===== src/rtl/parport_receiver.sv =====
// parport_receiver: strobe/ack parallel-port sink with odd-parity check and a first-word fall-through byte FIFO
module parport_receiver #(
    parameter int ACK_DELAY  = 2,
    parameter int FIFO_DEPTH = 8,
    parameter int CNT_W      = 4
) (
    input  logic             clk,
    input  logic             reset,
    input  logic [8:0]       din,
    input  logic             strobe,
    output logic             ack,
    output logic [7:0]       rx_data,
    output logic             rx_valid,
    input  logic             rx_ready,
    output logic             parity_err,
    output logic [7:0]       err_count,
    output logic [CNT_W-1:0] fifo_count
);
    localparam int AW = $clog2(FIFO_DEPTH);
    typedef enum logic [2:0] {S_RESYNC, S_IDLE, S_HOLD, S_DELAY, S_ACK} state_t;
    state_t           state_q, state_d;
    logic [8:0]       hold_q, hold_d;
    logic [3:0]       dcnt_q, dcnt_d;
    logic [AW-1:0]    wr_q, wr_d, rd_q, rd_d;
    logic [CNT_W-1:0] cnt_q, cnt_d;
    logic [7:0]       err_q, err_d;
    logic             perr_q, perr_d;
    logic [7:0]       mem [FIFO_DEPTH];
    logic             push, pop;
    always_comb begin
        state_d = state_q;
        hold_d  = hold_q;
        dcnt_d  = dcnt_q;
        err_d   = err_q;
        perr_d  = 1'b0;
        push    = 1'b0;
        pop     = (cnt_q != '0) && rx_ready;
        case (state_q)
            S_RESYNC: state_d = strobe ? S_RESYNC : S_IDLE;
            S_IDLE: begin
                if (strobe) begin
                    hold_d  = din;
                    state_d = S_HOLD;
                end
            end
            S_HOLD: begin
                // a corrupt byte is dropped but still acked so the transmitter never hangs
                if (!(^hold_q)) begin
                    perr_d  = 1'b1;
                    err_d   = err_q + {7'd0, err_q != 8'hff};
                    dcnt_d  = 4'(ACK_DELAY);
                    state_d = S_DELAY;
                end else if (cnt_q != CNT_W'(FIFO_DEPTH) || pop) begin
                    push    = 1'b1;
                    dcnt_d  = 4'(ACK_DELAY);
                    state_d = S_DELAY;
                end
            end
            S_DELAY: begin
                dcnt_d  = dcnt_q - 4'd1;
                state_d = (dcnt_q == 4'd1) ? S_ACK : S_DELAY;
            end
            S_ACK:   state_d = strobe ? S_ACK : S_IDLE;
            default: state_d = S_RESYNC;
        endcase
        wr_d  = wr_q + AW'(push);
        rd_d  = rd_q + AW'(pop);
        cnt_d = cnt_q + CNT_W'(push) - CNT_W'(pop);
    end
    always_ff @(posedge clk or posedge reset) begin
        if (reset) begin
            state_q <= S_RESYNC;
            hold_q  <= '0;
            dcnt_q  <= '0;
            wr_q    <= '0;
            rd_q    <= '0;
            cnt_q   <= '0;
            err_q   <= '0;
            perr_q  <= 1'b0;
        end else begin
            state_q <= state_d;
            hold_q  <= hold_d;
            dcnt_q  <= dcnt_d;
            wr_q    <= wr_d;
            rd_q    <= rd_d;
            cnt_q   <= cnt_d;
            err_q   <= err_d;
            perr_q  <= perr_d;
        end
    end
    always_ff @(posedge clk) begin
        if (push) mem[wr_q] <= hold_q[7:0];
    end
    assign ack        = (state_q == S_ACK);
    assign rx_valid   = (cnt_q != '0);
    assign rx_data    = rx_valid ? mem[rd_q] : 8'h00;
    assign parity_err = perr_q;
    assign err_count  = err_q;
    assign fifo_count = cnt_q;
endmodule


===== config.mk =====
export PLATFORM = sky130hd
export DESIGN_NAME = parport_receiver
export DESIGN_NICKNAME = d
export VERILOG_FILES = /design/src/rtl/parport_receiver.sv
export SDC_FILE = /design/constraint.sdc
export NUM_CORES = 1
export LEC_CHECK = 0
export CORE_AREA = 2 2 117 131
export DETAILED_ROUTE_END_ITERATION = 6
export DIE_AREA = 0 0 119 133
export PLACE_DENSITY = 0.44
export SYNTH_ARGS = -nofsm -noshare
export SYNTH_HDL_FRONTEND = slang
export SYNTH_SLANG_ARGS = --single-unit

===== constraint.sdc =====
create_clock -name clk -period 3.55 [get_ports clk]
set_clock_uncertainty 0.15 [all_clocks]
set_input_delay 0.5325 -clock clk [delete_from_list [all_inputs] [get_ports clk]]
set_output_delay 0.5325 -clock clk [all_outputs]
set_load 0.01 [all_outputs]

==> impl_results.md <==
* Sequential-to-total area share from yosys stat at 65.4%
* WP data arrival at between 3 and 4 ns
* Ports at 36
* Drt first pass iters at 4
* Pre-CTS setup slack at 0.450 ns
* Ys async rst share at 35.4%
* Std cell rows at 47
* Worst-path fanout max at 10
* Synth-to-Final Area Change at 23.1%
* Crit path max-delay family: XOR/XNOR gates
* Largest net degree at the start of global routing at 36
* Post-CTS setup buffer count at 0
* Critical path cell sequence: xor2_1 -> xnor3_1 -> xnor2_1 -> nand2_8 -> ha_1 -> inv_1 -> ha_1 -> inv_1 -> fa_1 -> xnor2_1
* CTS H-tree depth at 3
* Final WS setup at 0.470 ns
* Clock Path Buffers at 2
* Port bufs at 35
* Crit-path slowest cell: dfrtp_1
* First-pass GRT wire length at 14000 um
* Die Area at 15800 um2
* Antenna cells at 0
* Antenna violations before repair at 0
* Initial Util at 29.2%
* CTS Sinks at 99
* Reg2Reg Depth at 10
* Share of cells above drive strength 1 at between 10% and 20%
* CTS buffer count at 9
* VDD IR-drop max at approximately 0.41 mV
* GPL Wtd Cong at 0.714
* Routed WL per cell at 16.7 um
* Final wirelength at 8610 um
* GR Overflow Total at 0
* Via density at about 4.5
* # Max-Cap Violations at 0
* Critical Path Start Type: register
* RSZ-0062 raised after global routing: no
* Post-synth cell types at 39
* Kind of critical path: reg2reg
* Final core utilization at about 36%
* Antenna-violating nets left at 0
* Post-route DRC at 0
* Total core area at 14600 um2
* Fillers at 1406
* Worst slew pin tran at 0.651 ns
* Die Wd at 119 um
* CTS Root Cell: clkbuf_16
* Worst r2r src: hold_q[3]$_DFFE_PP0P_
* Max incr delay on CP at approximately 0.51 ns
* Fin. Hold Viols at 0
* Final Max Tran Viols at 0
* YS warnings at 0
* Post-Syn Area at 4280 um2
* Status: finished clean
* CP Capture Type: register
* CTS Hold Bufs at 0
* Tmin final at ~3 ns
* Worst Path Buf+Inv at 2
* Slew headroom at about 57%
* Final setup vio count at 0
* Crit. path cell count at 10
* TritonCTS clock tree: done
* Main synth FF type: edfxtp_1
* Worst skew pair latency at 0.34 ns
* Starting DRC count in detailed routing at 100
* GRT Total Usage at a little under an eighth
* EDFF count, synth at 64
* Net Count, Synth at 293
* Die Height at between 100 and 150 um
* FMAX at 325 MHz
* HPWL Detailed at between 5000 and 6000 um
* Crit. Startpoint: hold_q[3]$_DFFE_PP0P_
* Synthesized flop and latch total at 99
* Clk slew on worst S/H paths at 0.07 ns
* Vias in the first global route at 2499
* Worst Setup EP: fifo_count[2]$_DFF_PP0_
* Commonest non-fill, non-tap cell in the layout: edfxtp_1
* Worst path required time at 3.62 ns
* PwrDens at roughly 970 nW/um2
* Resize count post-CTS at 0
* Pwr Total at 5.12 mW
* Syn Area/Cell at 16.1 um2
* Period utilisation layout at 86.8%
* Worst hold path startpoint: err_count[7]$_DFFE_PP0P_
* Hold-critical path depth at 1
* Vias at 2306
* Worst reg-to-reg setup slack at 0.47 ns
* Worst min path class: reg2reg
* Total Neg Setup Slack at 0 ns
* Most frequent cells in the layout: 64 x edfxtp_1, 35 x dfrtp_1, 35 x clkdlybuf4s50_1, 19 x nor2_1, 16 x mux4_2
* Syn Inst Count at between 200 and 300
* Worst flop-to-flop path endpoint: fifo_count[2]$_DFF_PP0_
* Final nets at 342
* Hold Slack at 0.352 ns
* Static leakage at roughly 2 nW
metal layers:
metal	track usage, %	wire, um	share of wire (%)
met5	0	0	0
met4	4.76	132	1.5
met3	2.37	340	3.9
met2	19.6	4190	49
met1	15.2	3950	46
through the flow:
| stage | instances | area (um2) |
|---|---|---|
| after global placement | 499 | 4930 |
| after CTS | 515 | 5270 |
| after detailed placement | 499 | 4930 |
| after floorplan | 265 | 4280 |
| after global routing | 515 | 5270 |
| final | 515 | 5270 |
how the worst min path moves through the flow:
stage / endpoint / slack, ns
after floorplan: rd_q[0]$_DFF_PP0_ / 0.32
after global placement: err_count[7]$_DFFE_PP0P_ / 0.33
after detailed placement: err_count[7]$_DFFE_PP0P_ / 0.33
after CTS: err_count[7]$_DFFE_PP0P_ / 0.35
after global routing: err_count[7]$_DFFE_PP0P_ / 0.38
final: err_count[7]$_DFFE_PP0P_ / 0.35
layout make-up:
| class | count | area, um2 | area share (%) |
|---|---|---|---|
| flip-flops and latches | 99 | 2800 | 53.1 |
| multi-input cells | 141 | 1380 | 26.1 |
| repair buffers | 50 | 463 | 8.79 |
| clock inverters | 5 | 82.6 | 1.57 |
| inverters | 13 | 48.8 | 0.927 |
| well taps | 196 | 245 | 4.66 |
| clock buffers | 11 | 253 | 4.80 |
flip-flops by register name, summed over array words and instances (netlist names):
name / count
mem: 64
hold_q: 9
err_count: 8
dcnt_q: 4
fifo_count: 4
rd_q: 3
state_q: 3
wr_q: 3
parity_err: 1
kinds of logic (layout without fill, tap and decap cells):
group	after synthesis	after routing	synth area share (%)
AND/OR/NAND/NOR	60	60	8.51
XOR/XNOR	18	18	4.01
adder cells (fa/ha/maj)	15	15	4.56
flip-flops	99	99	65.4
AO/OA/AOI/OAI	13	13	1.90
buffers and inverters	25	79	2.46
multiplexers	35	35	13.2
cell usage after synthesis (2+ instances only):
cell type  count  area [um2]
a211oi_1       2        15.0
a21oi_1        5        25.0
a31oi_1        2        12.5
and2_1         2        12.5
and3_1         4        25.0
buf_1          2        7.51
buf_2          3        15.0
clkbuf_1       6        22.5
dfrtp_1       35         876
edfxtp_1      64        1920
ha_1          14         175
inv_1         13        48.8
mux2_2        11         124
mux2i_1        8        80.1
mux4_2        16         360
nand2_1        5        18.8
nand2b_1       3        18.8
nand3_1        6        30.0
nand3b_1       2        15.0
nor2_1        19        71.3
nor3_1         7        35.0
nor3b_1        3        22.5
nor4b_2        2        30.0
xnor2_1        7        61.3
xor2_1        10        87.6
power breakdown:
| group | total, mW | switching [mW] | internal, mW |
|---|---|---|---|
| logic | 2.05 | 0.995 | 1.05 |
| clock network | 1.08 | 0.422 | 0.660 |
| registers | 1.99 | 0.360 | 1.63 |
Power figures use the tool's default switching activity.
